File: src/rtl/note_sequencer.sv
// Score-memory melody sequencer: steps a small programmable score on beat ticks and
// drives registered stereo tone divisors plus a mute flag for the speaker path.
module note_sequencer #(
    parameter int CLK_HZ = 100_000_000,
    parameter int DEPTH  = 32,
    localparam int AW    = $clog2(DEPTH)
) (
    input  logic          clk,
    input  logic          rst,
    input  logic          beat_tick,
    input  logic          play,
    input  logic          pause,
    input  logic          stop,
    input  logic          loop_en,
    input  logic [5:0]    length,
    input  logic          wr_en,
    input  logic [AW-1:0] wr_addr,
    input  logic [10:0]   wr_data,
    output logic [21:0]   note_div_left,
    output logic [21:0]   note_div_right,
    output logic          mute,
    output logic          playing,
    output logic [AW-1:0] idx,
    output logic          done
);

    typedef enum logic [1:0] {IDLE, LOAD, PLAY, PAUSE} state_t;

    state_t        state, state_n;
    logic [AW-1:0] idx_n;
    logic [3:0]    code_l, code_r, code_l_n, code_r_n;
    logic [2:0]    cnt, cnt_n;
    logic [21:0]   div_l_n, div_r_n;
    logic          mute_n, playing_n, done_n;
    logic [10:0]   entry;
    logic          len_ok, last;

    logic [10:0] ram [DEPTH];

    function automatic logic [21:0] note_div(input logic [3:0] code);
        case (code)
            4'd1:    return 22'(CLK_HZ / 262);
            4'd2:    return 22'(CLK_HZ / 294);
            4'd3:    return 22'(CLK_HZ / 330);
            4'd4:    return 22'(CLK_HZ / 349);
            4'd5:    return 22'(CLK_HZ / 392);
            4'd6:    return 22'(CLK_HZ / 440);
            4'd7:    return 22'(CLK_HZ / 494);
            4'd8:    return 22'(CLK_HZ / 523);
            4'd9:    return 22'(CLK_HZ / 587);
            4'd10:   return 22'(CLK_HZ / 659);
            4'd11:   return 22'(CLK_HZ / 698);
            4'd12:   return 22'(CLK_HZ / 784);
            4'd13:   return 22'(CLK_HZ / 880);
            4'd14:   return 22'(CLK_HZ / 988);
            4'd15:   return 22'(CLK_HZ / 1047);
            default: return 22'd0;
        endcase
    endfunction

    // NOTE: the score RAM has no reset so it maps onto memory and survives rst.
    always_ff @(posedge clk) begin
        if (wr_en && state == IDLE)
            ram[wr_addr] <= wr_data;
    end

    assign entry  = ram[idx];
    assign len_ok = (length != 6'd0) && (length <= 6'(DEPTH));
    assign last   = (6'(idx) + 6'd1) >= length;

    // NOTE: every always_comb output gets a default first so no latch is inferred.
    always_comb begin
        state_n  = state;
        idx_n    = idx;
        code_l_n = code_l;
        code_r_n = code_r;
        cnt_n    = cnt;
        done_n   = 1'b0;
        if (stop) begin
            state_n = IDLE;
            idx_n   = '0;
        end else begin
            case (state)
                IDLE: if (play && len_ok) begin
                    state_n = LOAD;
                    idx_n   = '0;
                end
                LOAD: begin
                    // Latch even when pausing here, so a later resume plays this entry.
                    code_l_n = entry[10:7];
                    code_r_n = entry[6:3];
                    cnt_n    = entry[2:0];
                    state_n  = pause ? PAUSE : PLAY;
                end
                PLAY: begin
                    if (pause) begin
                        state_n = PAUSE;
                    end else if (beat_tick) begin
                        if (cnt != 3'd0) begin
                            cnt_n = cnt - 3'd1;
                        end else if (!last) begin
                            idx_n   = idx + 1'b1;
                            state_n = LOAD;
                        end else if (loop_en) begin
                            idx_n   = '0;
                            state_n = LOAD;
                        end else begin
                            state_n = IDLE;
                            done_n  = 1'b1;
                        end
                    end
                end
                PAUSE: if (play) state_n = PLAY;
                default: state_n = IDLE;
            endcase
        end

        // Outputs are derived from the next state so they stay fully registered.
        div_l_n   = note_div_left;
        div_r_n   = note_div_right;
        mute_n    = mute;
        playing_n = (state_n == LOAD) || (state_n == PLAY);
        case (state_n)
            PLAY: begin
                div_l_n = note_div(code_l_n);
                div_r_n = note_div(code_r_n);
                mute_n  = (code_l_n == 4'd0) && (code_r_n == 4'd0);
            end
            LOAD: ;
            default: begin
                div_l_n = '0;
                div_r_n = '0;
                mute_n  = 1'b1;
            end
        endcase
    end

    // NOTE: sequential state uses non-blocking assignments only.
    always_ff @(posedge clk) begin
        if (rst) begin
            state          <= IDLE;
            idx            <= '0;
            code_l         <= '0;
            code_r         <= '0;
            cnt            <= '0;
            note_div_left  <= '0;
            note_div_right <= '0;
            mute           <= 1'b1;
            playing        <= 1'b0;
            done           <= 1'b0;
        end else begin
            state          <= state_n;
            idx            <= idx_n;
            code_l         <= code_l_n;
            code_r         <= code_r_n;
            cnt            <= cnt_n;
            note_div_left  <= div_l_n;
            note_div_right <= div_r_n;
            mute           <= mute_n;
            playing        <= playing_n;
            done           <= done_n;
        end
    end

endmodule

File: config.mk
export PLATFORM = sky130hd
export DESIGN_NAME = note_sequencer
export DESIGN_NICKNAME = d
export VERILOG_FILES = /design/src/rtl/note_sequencer.sv
export SDC_FILE = /design/constraint.sdc
export NUM_CORES = 1
export LEC_CHECK = 0
export BUFFER_PORTS_ARGS = -buffer_cell sky130_fd_sc_hd__buf_4
export CORE_ASPECT_RATIO = 1.75
export CORE_MARGIN = 1
export CORE_UTILIZATION = 55
export CTS_CLUSTER_DIAMETER = 60
export DETAILED_ROUTE_END_ITERATION = 12
export HOLD_SLACK_MARGIN = 0.12
export PLACE_DENSITY_LB_ADDON = 0.15
export SYNTH_ARGS = -nofsm -noshare
export SYNTH_HDL_FRONTEND = slang
export SYNTH_SLANG_ARGS = --single-unit
File: constraint.sdc
create_clock -name clk -period 4.9 [get_ports clk]
set_clock_uncertainty 0.2 [all_clocks]
set_input_delay 0.735 -clock clk [delete_from_list [all_inputs] [get_ports clk]]
set_output_delay 0.735 -clock clk [all_outputs]
set_load 0.03 [all_outputs]
After elaboration in Yosys (flattened, before gate mapping)

Memories as Yosys holds them, arrays and structs flattened. A register that Yosys moved wholly into a read port is not among the register bits.
Cells that the tools add are included.

Register bits after elaboration: 65
Bits in writable memories: 352
Memory bits (read-only): 608
Output and inout port bits: 52
Memories: 3

Add/sub/neg operators: 3
Magnitude comparators: 2
Equality and inequality tests: 11
Multiplexer cells: 33
Bitwise operators: 4
Reduce and logical (&&, ||, !) cells: 16

Memories:

| name            | depth | bits a word | read ports | clocked after memory_dff | wr ports | RTL line | text |
|---|---|---|---|---|---|---|---|
| ram             | 32    | 11          | 1          | 1                        | 1        | 38       | `logic [10:0] ram [DEPTH];` |
| (no name shown) | 16    | 19          | 1          | 0                        | 0        | 41       | `case (code)` |
| (no name shown) | 16    | 19          | 1          | 0                        | 0        | 41       |  |

Operators by type and width:

| operator            | count |
|---|---|
| $pmux 22 s2         | 2 |
| $mux 5              | 8 |
| $mux 4              | 4 |
| $mux 2              | 6 |
| $pmux 5 s2          | 1 |
| $mux 3              | 3 |
| $logic_not 4->1     | 2 |
| $ne 2x2->1 const B  | 4 |
| $pmux 2 s4          | 1 |
| $reduce_or 7->1     | 1 |
| $add 5x1->6 const B | 1 |
| $eq 2x2->1 const B  | 3 |
| $ge 6x6->1          | 1 |
| $le 6x6->1 const B  | 1 |
| $mux 1              | 6 |
| $pmux 3 s2          | 1 |
| $reduce_and 6->1    | 1 |
| $reduce_bool 6->1   | 1 |
| $add 5x1->5 const B | 1 |
| $reduce_and 5->1    | 1 |
| $eq 2x1->1 const B  | 2 |
| $logic_and 1x1->1   | 4 |
| $not 1->1           | 4 |
| $reduce_bool 2->1   | 2 |
| 8 further kinds     | 8 |

Logic depth before layout (Yosys ltp)

Gate-level depths: netlist (run 1).

Depth after elaboration: 10
Gate-level depth with buffers: 18
Gate-level depth less buffers: 18

Least setup slack after synthesis (run 1)

No wires, ideal clock.

Path kind: input -> register
From: input port length[0]
To: register note_div_left[14]
Setup time: 106 ps
Data arrival time: 3569 ps
Data required time: 4594 ps
Path slack: 1025 ps
Stages: 16
Cell sequence: ha_1 > nand2b_1 > a21o_1 > a21o_1 > a21o_1 > a21o_1 > a21oi_1 > o311ai_0 > a32oi_1 > nor2b_1 > ha_1 > clkbuf_1 > nor2b_1 > clkbuf_1 > nand2_1 > o311ai_0

Cells in the longest elaborated chain, start to end: 9

Ends and longest elaborated chain:

| what                                     | RTL line | text |
|---|---|---|
| start, declared                          | 15       | `input logic [5:0] length,` |
| $ge 6x6->1                               | 69       | `assign last = (6'(idx) + 6'd1) >= length;` |
| $mux 1                                   | 101      | `end else if (!last) begin` |
| $mux 2                                   | 99       | `if (cnt != 3'd0) begin` |
| $mux 2                                   | 98       | `end else if (beat_tick) begin` |
| $mux 2                                   | 96       | `if (pause) begin` |
| $pmux 2 s4 (*)                           | 83       | `case (state)` |
| $mux 2 (*)                               | 79       | `if (stop) begin` |
| named net state_n[0]                     | 29       | `state_t state, state_n;` |
| $eq 2x1->1 or $eq 2x2->1 (tied branches) | 123      | `case (state_n)` |
| $pmux 22 s2                              | 123      |  |
| end signal, assigned                     | 157      | `note_div_left <= div_l_n;` |
| end, declared                            | 19       | `output logic [21:0] note_div_left,` |

The timed path passes the listed nets; every way through them passes the cells marked *. The select of a mux whose other input is x is not followed.
A chain may end at the register's enable or synchronous reset.

Final worst setup path (run 1)

From: register idx[0]
To: register note_div_left[15]

Cells in the longest elaborated chain, start to end: 10

Ends and longest elaborated chain:

| what                                     | RTL line | text |
|---|---|---|
| start, declared                          | 23       | `output logic [AW-1:0] idx,` |
| start signal, assigned                   | 153      | `idx <= idx_n;` |
| $add 5x1->6 (*)                          | 69       |  |
| $ge 6x6->1 (*)                           | 69       |  |
| $mux 1 (*)                               | 101      |  |
| $mux 2 (*)                               | 99       |  |
| $mux 2 (*)                               | 98       |  |
| $mux 2 (*)                               | 96       |  |
| $pmux 2 s4 (*)                           | 83       |  |
| $mux 2 (*)                               | 79       |  |
| named net state_n[0]                     | 29       |  |
| $eq 2x1->1 or $eq 2x2->1 (tied branches) | 123      |  |
| $pmux 22 s2                              | 123      |  |

Marks and branches as above.

==> summary.md, run 1 <==
| Metric | Value |
|---|---|
| Crit path top cell by count | `a21o_1` |
| Initial Util | `0.5617` |
| Clock Path Buffers | `3` |
| Worst rel slew slack | `0.2016` |
| Gr busiest metal | `met2` |
| HPWL Detailed | `24,680 um` |
| Max-Cap Viols | `0` |
| RSZ-0062 raised after global routing | `false` |
| Met1 usage in global routing | `0.2605` |
| Top delay family on crit path | `compound AO/OA/AOI/OAI gates` |
| # clock sinks | `416` |
| Sequential area share after synthesis | `0.6818` |
| Slowest stage cell, crit path | `dfxtp_1` |
| Crit path launch type | `flip-flop` |
| CTS root buf | `clkbuf_16` |
| Core area | `30,950 um^2` |
| Status | `finished, final reports clean` |
| Worst-path cell chain | `ha_1, ha_1, a21o_1, a21o_1, a21o_1, a21o_1, a21oi_1, o311ai_0, a32oi_1, nor2b_1, ha_1, nand2b_1, nor2_1, nand3_1, a21oi_1, o21ai_0, nand3_1` |
| GR Util All Layers | `0.2330` |
| Fin crit period | `4.258 ns` |
| Most area-hungry cell type in the Yosys netlist | `edfxtp_1` |
| Via count | `9,486` |
| Synthesis Warnings | `0` |
| Fill count | `2,218` |
| FF+latch count, synth | `416` |
| Vias in the first global route | `9,675` |
| Synth area leaders | `edfxtp_1 (61%), mux4_2 (9.2%), dfxtp_1 (7.4%)` |
| Total iterations of the first detailed-routing run | `5` |
| EDFF count, synth | `352` |
| Setup TNS | `0 ns` |
| Leakage power | `6.592 nW` |
| Crit. End Element | `flip-flop` |
| Pins over their slew limit | `0` |
| Crit Path Max Fanout | `8` |
| Die H | `237.2 um` |
| Die W | `136.4 um` |
| Period utilization | `0.8690` |
| Hold Vio Cnt, Final | `0` |
| PwrDens | `353.8 nW/um^2` |
| Share of cells above drive strength 1 | `0.2191` |
| Area grow syn2layout | `12.82%` |
| Worst Tran Pin Value | `1.193 ns` |
| Unique masters post-synth | `67` |
| Worst path max stage delay | `0.44 ns` |
| Most frequent cells in the layout | `edfxtp_1 (352), buf_4 (124), nor2_1 (83)` |
| Number of nets at the end of the flow | `1,243` |
| Worst hold slack | `0.2425 ns` |
| CTS tree | `yes` |
| # setup viols final | `0` |
| Top FF cell, synth | `edfxtp_1` |
| Fmax | `0.2349 GHz` |
| Via density | `5.944` |
| Detailed-route wire length | `36,170 um` |
| Hold crit path type | `flip-flop to flip-flop` |
| Clock-pin slew on the worst setup and hold paths | `0.07 ns` |
| Max VDD drop | `0.0003593 V` |
| Routed Antenna Nets | `0` |
| Wirelength per Cell | `22.66 um` |
| Antenna cells | `0` |
| Met2 usage | `0.4389` |
| Util after Layout | `0.6337` |
| CP startpoint | `idx[0]` |
| Post-synthesis instance total | `1,073` |
| Routability Congestion | `0.8802` |
| Pin count of the biggest net entering global routing | `37` |
| Setup Buffers After CTS | `0` |
| Post-synth top area share | `0.6081` |
| Initial antenna violation count | `0` |
| DIE AREA | `32,350 um^2` |
| H-Tree Level Count | `2` |
| Clock insertion delay at the later pin of the skew report | `0.53 ns` |
| Syn Area/Cell | `16.20 um^2` |
| Post-CTS resize count | `0` |
| Asr flop ratio synth | `0` |
| Worst reg2reg path startpoint | `idx[0]` |
| CTS Buf Count | `36` |
| CTS Hold Buffers Added | `0` |
| Worst endpoint required time | `5.17 ns` |
| Hold path startpoint | `note_div_left[9]` |
| DRC viols | `0` |
| Port Buffers | `75` |
| Rows | `85` |
| M3 GR Usage | `0.02943` |
| Setup CP Type | `flip-flop to flip-flop` |
| WP data arrival | `4.52 ns` |
| Crit path buf inv count | `0` |
| First-pass GRT wire length | `55,030 um` |
| Netlist Area Pre-Place | `17,380 um^2` |
| IO Pins | `82` |
| DR iter-0 viols | `557` |
| Grt ovf | `0` |
| Commonest non-fill, non-tap cell in the layout | `edfxtp_1` |
[where the power goes]
group	switching, mW	total, mW	internal, mW
logic	0.168	0.243	0.0744
clock network	1.23	2.83	1.60
registers	0.00748	3.87	3.86
[worst paths after layout]
kind	end	slack (ns)	cells after the start
hold / removal	note_div_left[9]	0.24	2
hold reg to reg	note_div_left[9]	0.24	2
setup reg to reg	note_div_left[15]	0.64	17
setup / recovery	note_div_left[15]	0.64	17
[layout make-up]
class	instances	area (um^2)	share of cell area
Sequential cell	416	11860	0.6046
Multi-Input combinational cell	580	5076	0.2588
Timing Repair Buffer	125	950.9	0.04849
Clock buffer	41	940.9	0.04798
Tap cell	391	489.2	0.02495
Clock inverter	21	214.0	0.01091
Inverter	22	82.58	0.004211
[kinds of logic (layout without fill, tap and decap cells)]
| family | Yosys count | after routing | share of synthesized area |
|---|---|---|---|
| xor+xnor | 2 | 2 | 0.001008 |
| other cells | 1 | 6 | 0.0002157 |
| compound gates | 164 | 164 | 0.06694 |
| mux | 155 | 155 | 0.1408 |
| fa+ha+maj | 32 | 32 | 0.02303 |
| simple gates | 221 | 221 | 0.05895 |
| flops | 416 | 416 | 0.6818 |
| buf+inv | 82 | 209 | 0.02728 |
[state kept, by name, indices dropped and copies added (netlist names), named ones only]
name            flops
note_div_left      19
state               2
note_div_right     19
done                1
code_r              4
ram               352
playing             1
code_l              4
mute                1
idx                 5
cnt                 3
[cell usage after synthesis (all sizes together), types with 17 or more instances]
| cell | count |
|---|---|
| dfxtp | 64 |
| mux4 | 71 |
| edfxtp | 352 |
| a221oi | 17 |
| o21ai | 31 |
| clkbuf | 27 |
| ha | 32 |
| nand2 | 59 |
| buf | 33 |
| a22o | 19 |
| inv | 21 |
| a21oi | 30 |
| mux2i | 78 |
| nor2 | 84 |
[metal layers]
metal	wire length, um	up-vias	share of wire
met5	0	-	0
met4	1163	0	0.032
met3	1332	67	0.037
met2	20430	231	0.56
met1	13240	4791	0.37
li1	-	4397	-
[per-stage QoR]
step	instance area [um^2]	total power, mW	setup WS, ns	instances
2_1_floorplan	17400	4.078	1.025	1078
4_1_cts	19610	6.995	0.6627	1596
3_3_place_gp	18460	4.180	0.4980	1534
3_5_place_dp	18460	4.188	0.4176	1534
5_1_grt	19610	7.137	0.3573	1596
6_report	19610	6.938	0.6421	1596
[tightest hold or removal path, delay by kind of cell, from the launching register on]
family	cells	cell delay [ns]
flops	1	0.31
simple gates	2	0.09
(Power assumes the default switching activity.)
==> run 2: changes to the inputs <==
- MAX_ROUTING_LAYER: not set -> met4
==> summary.md, run 2 (same netlist as run 1, synthesis figures left out) <==
| Metric | Value |
|---|---|
| WP data arrival | `4.52 ns (about the same)` |
| CP startpoint | `idx[0] (unchanged)` |
| CTS Buf Count | `36 (unchanged)` |
| Area grow syn2layout | `12.82% (unchanged)` |
| Routability Congestion | `0.8951 (was 0.8802)` |
| CTS tree | `yes (unchanged)` |
| Core area | `30,950 um^2 (unchanged)` |
| Leakage power | `6.592 nW (unchanged)` |
| PwrDens | `354.0 nW/um^2 (was 353.8 nW/um^2)` |
| # clock sinks | `416 (unchanged)` |
| Via count | `9,442 (was 9,486)` |
| Via density | `5.916 (was 5.944)` |
| Grt ovf | `0 (unchanged)` |
| Worst rel slew slack | `0.1973 (was 0.2016)` |
| Fin crit period | `4.255 ns (was 4.258 ns)` |
| Fill count | `2,218 (unchanged)` |
| DR iter-0 viols | `520 (was 557)` |
| Crit Path Max Fanout | `8 (unchanged)` |
| Switching share of power | `0.2035 (was 0.2031)` |
| Rows | `85 (unchanged)` |
| Routed Antenna Nets | `0 (unchanged)` |
| Worst endpoint required time | `5.17 ns (about the same)` |
| Clock Path Buffers | `3 (unchanged)` |
| Max FFs per register | `352 (unchanged)` |
| Worst Tran Pin Value | `1.200 ns (was 1.193 ns)` |
| HPWL Detailed | `24,680 um (unchanged)` |
| Die H | `237.2 um (unchanged)` |
| First-pass GRT wire length | `55,030 um (unchanged)` |
| Flop pwr share | `0.557 (about the same)` |
| Setup TNS | `0 ns (unchanged)` |
| Slowest stage cell, crit path | `dfxtp_1 (unchanged)` |
| Psw | `1.412 mW (was 1.409 mW)` |
| Total iterations of the first detailed-routing run | `5 (unchanged)` |
| Initial antenna violation count | `0 (unchanged)` |
| # setup viols final | `0 (unchanged)` |
| Number of nets at the end of the flow | `1,243 (unchanged)` |
| RSZ-0062 raised after global routing | `false (unchanged)` |
| Hold path startpoint | `note_div_left[9] (unchanged)` |
| Final Non-Filler Cells | `1,596 (unchanged)` |
| Pins over their slew limit | `0 (unchanged)` |
| Period utilization | `0.8683 (was 0.8690)` |
| Most frequent cells in the layout | `edfxtp_1 (352), buf_4 (124), nor2_1 (83) (unchanged)` |
| Detailed-route wire length | `36,350 um (was 36,170 um)` |
| CTS Hold Buffers Added | `0 (unchanged)` |
| Crit path top cell by count | `a21o_1 (unchanged)` |
| Max-Cap Viols | `0 (unchanged)` |
| Regs by FF count | `ram: 352 flops, note_div_left: 19 flops, note_div_right: 19 flops (unchanged)` |
| DIE AREA | `32,350 um^2 (unchanged)` |
| Worst path max stage delay | `0.44 ns (about the same)` |
| Initial Util | `0.5617 (unchanged)` |
| CTS root buf | `clkbuf_16 (unchanged)` |
| Port Buffers | `75 (unchanged)` |
| Combinational share of power | `0.035 (about the same)` |
| Internal power | `5.529 mW (about the same)` |
| Crit path buf inv count | `0 (unchanged)` |
| Inst Count DP | `1,534 (unchanged)` |
| Status | `finished, final reports clean (unchanged)` |
| Post-CTS resize count | `0 (unchanged)` |
| Crit. End Element | `flip-flop (unchanged)` |
| Top delay family on crit path | `compound AO/OA/AOI/OAI gates (unchanged)` |
| DRC viols | `0 (unchanged)` |
| Top reg by flops | `ram (unchanged)` |
| Commonest non-fill, non-tap cell in the layout | `edfxtp_1 (unchanged)` |
| Vias in the first global route | `9,664 (was 9,675)` |
| Pin count of the biggest net entering global routing | `37 (unchanged)` |
| Setup Buffers After CTS | `0 (unchanged)` |
| GR Util All Layers | `0.2402 (was 0.2330)` |
| Share of power burned in the clock network | `0.408 (about the same)` |
| H-Tree Level Count | `2 (unchanged)` |
| Die W | `136.4 um (unchanged)` |
| Clock-pin slew on the worst setup and hold paths | `0.07 ns (about the same)` |
| Clock insertion delay at the later pin of the skew report | `0.53 ns (about the same)` |
| Wirelength per Cell | `22.78 um (was 22.66 um)` |
| Hold crit path type | `flip-flop to flip-flop (unchanged)` |
| Fmax | `0.2350 GHz (was 0.2349 GHz)` |
| Hold Vio Cnt, Final | `0 (unchanged)` |
| Crit path launch type | `flip-flop (unchanged)` |
| Worst reg2reg path startpoint | `idx[0] (unchanged)` |
| IO Pins | `82 (unchanged)` |
| Share of cells above drive strength 1 | `0.2191 (unchanged)` |
| Worst-path cell chain | `ha_1, ha_1, a21o_1, a21o_1, a21o_1, a21o_1, a21oi_1, o311ai_0, a32oi_1, nor2b_1, ha_1, nand2b_1, nor2_1, nand3_1, a21oi_1, o21ai_0, nand3_1 (unchanged)` |
| Setup CP Type | `flip-flop to flip-flop (unchanged)` |
| Antenna cells | `0 (unchanged)` |
| Max VDD drop | `0.0003575 V (was 0.0003593 V)` |
==> run 2: cell type report <==
class / instances / area, um^2 / area share
multi-input combinational: 580 / 5076 / 0.2588
clock buffer: 41 / 940.9 / 0.04798
clock inverter: 21 / 214.0 / 0.01091
sequential: 416 / 11860 / 0.6046
tap: 391 / 489.2 / 0.02495
timing repair buffer: 125 / 950.9 / 0.04849
inverter: 22 / 82.58 / 0.004211
==> run 2: power groups by stage <==
stage | logic, mW | registers (mW) | clock network (mW)
after floorplan | 0.131 | 3.95 | 0
after global placement | 0.239 | 3.94 | 0
after detailed placement | 0.245 | 3.94 | 0
after CTS | 0.245 | 3.86 | 2.89
after global routing | 0.267 | 3.86 | 3.01
final | 0.243 | 3.87 | 2.83
==> run 2: per-layer routing <==
metal  GRT usage  vias to the layer above  part of all wire
li1            -                     4397                 -
met1      0.2605                     4738              0.37
met2      0.4392                      233              0.56
met3     0.02964                       74             0.037
met4     0.09158                        0             0.032
met5           -                        -                 0
==> run 2: worst reg2reg max path: cells and delay by family, from the launching register on <==
family | cells | cell delay [ns]
adder cells (fa/ha/maj) | 3 | 0.81
AND/OR/NAND/NOR | 5 | 1.29
flip-flops | 1 | 0.44
AO/OA/AOI/OAI | 9 | 1.46
==> run 2: path summary, 6_finish.rpt <==
path | to | slack, ns | cells past startpoint
worst max-delay path | note_div_left[15] | 0.65 | 17
worst min-delay path | note_div_left[9] | 0.24 | 2
worst max register to register | note_div_left[15] | 0.65 | 17
worst min register to register | note_div_left[9] | 0.24 | 2
==> run 2: stage by stage <==
step | cell area [um^2] | hold WS (ns) | util | power [mW] | setup slack (ns)
finish | 19610 | 0.2426 | 0.6337 | 6.942 | 0.6453
global route | 19610 | 0.2658 | 0.6337 | 7.137 | 0.3573
CTS | 19610 | 0.2441 | 0.6337 | 6.995 | 0.6627
detailed placement | 18460 | 0.2345 | 0.5964 | 4.188 | 0.4176
global placement | 18460 | 0.2267 | 0.5964 | 4.180 | 0.4980
floorplan | 17400 | 0.2604 | - | 4.078 | 1.025
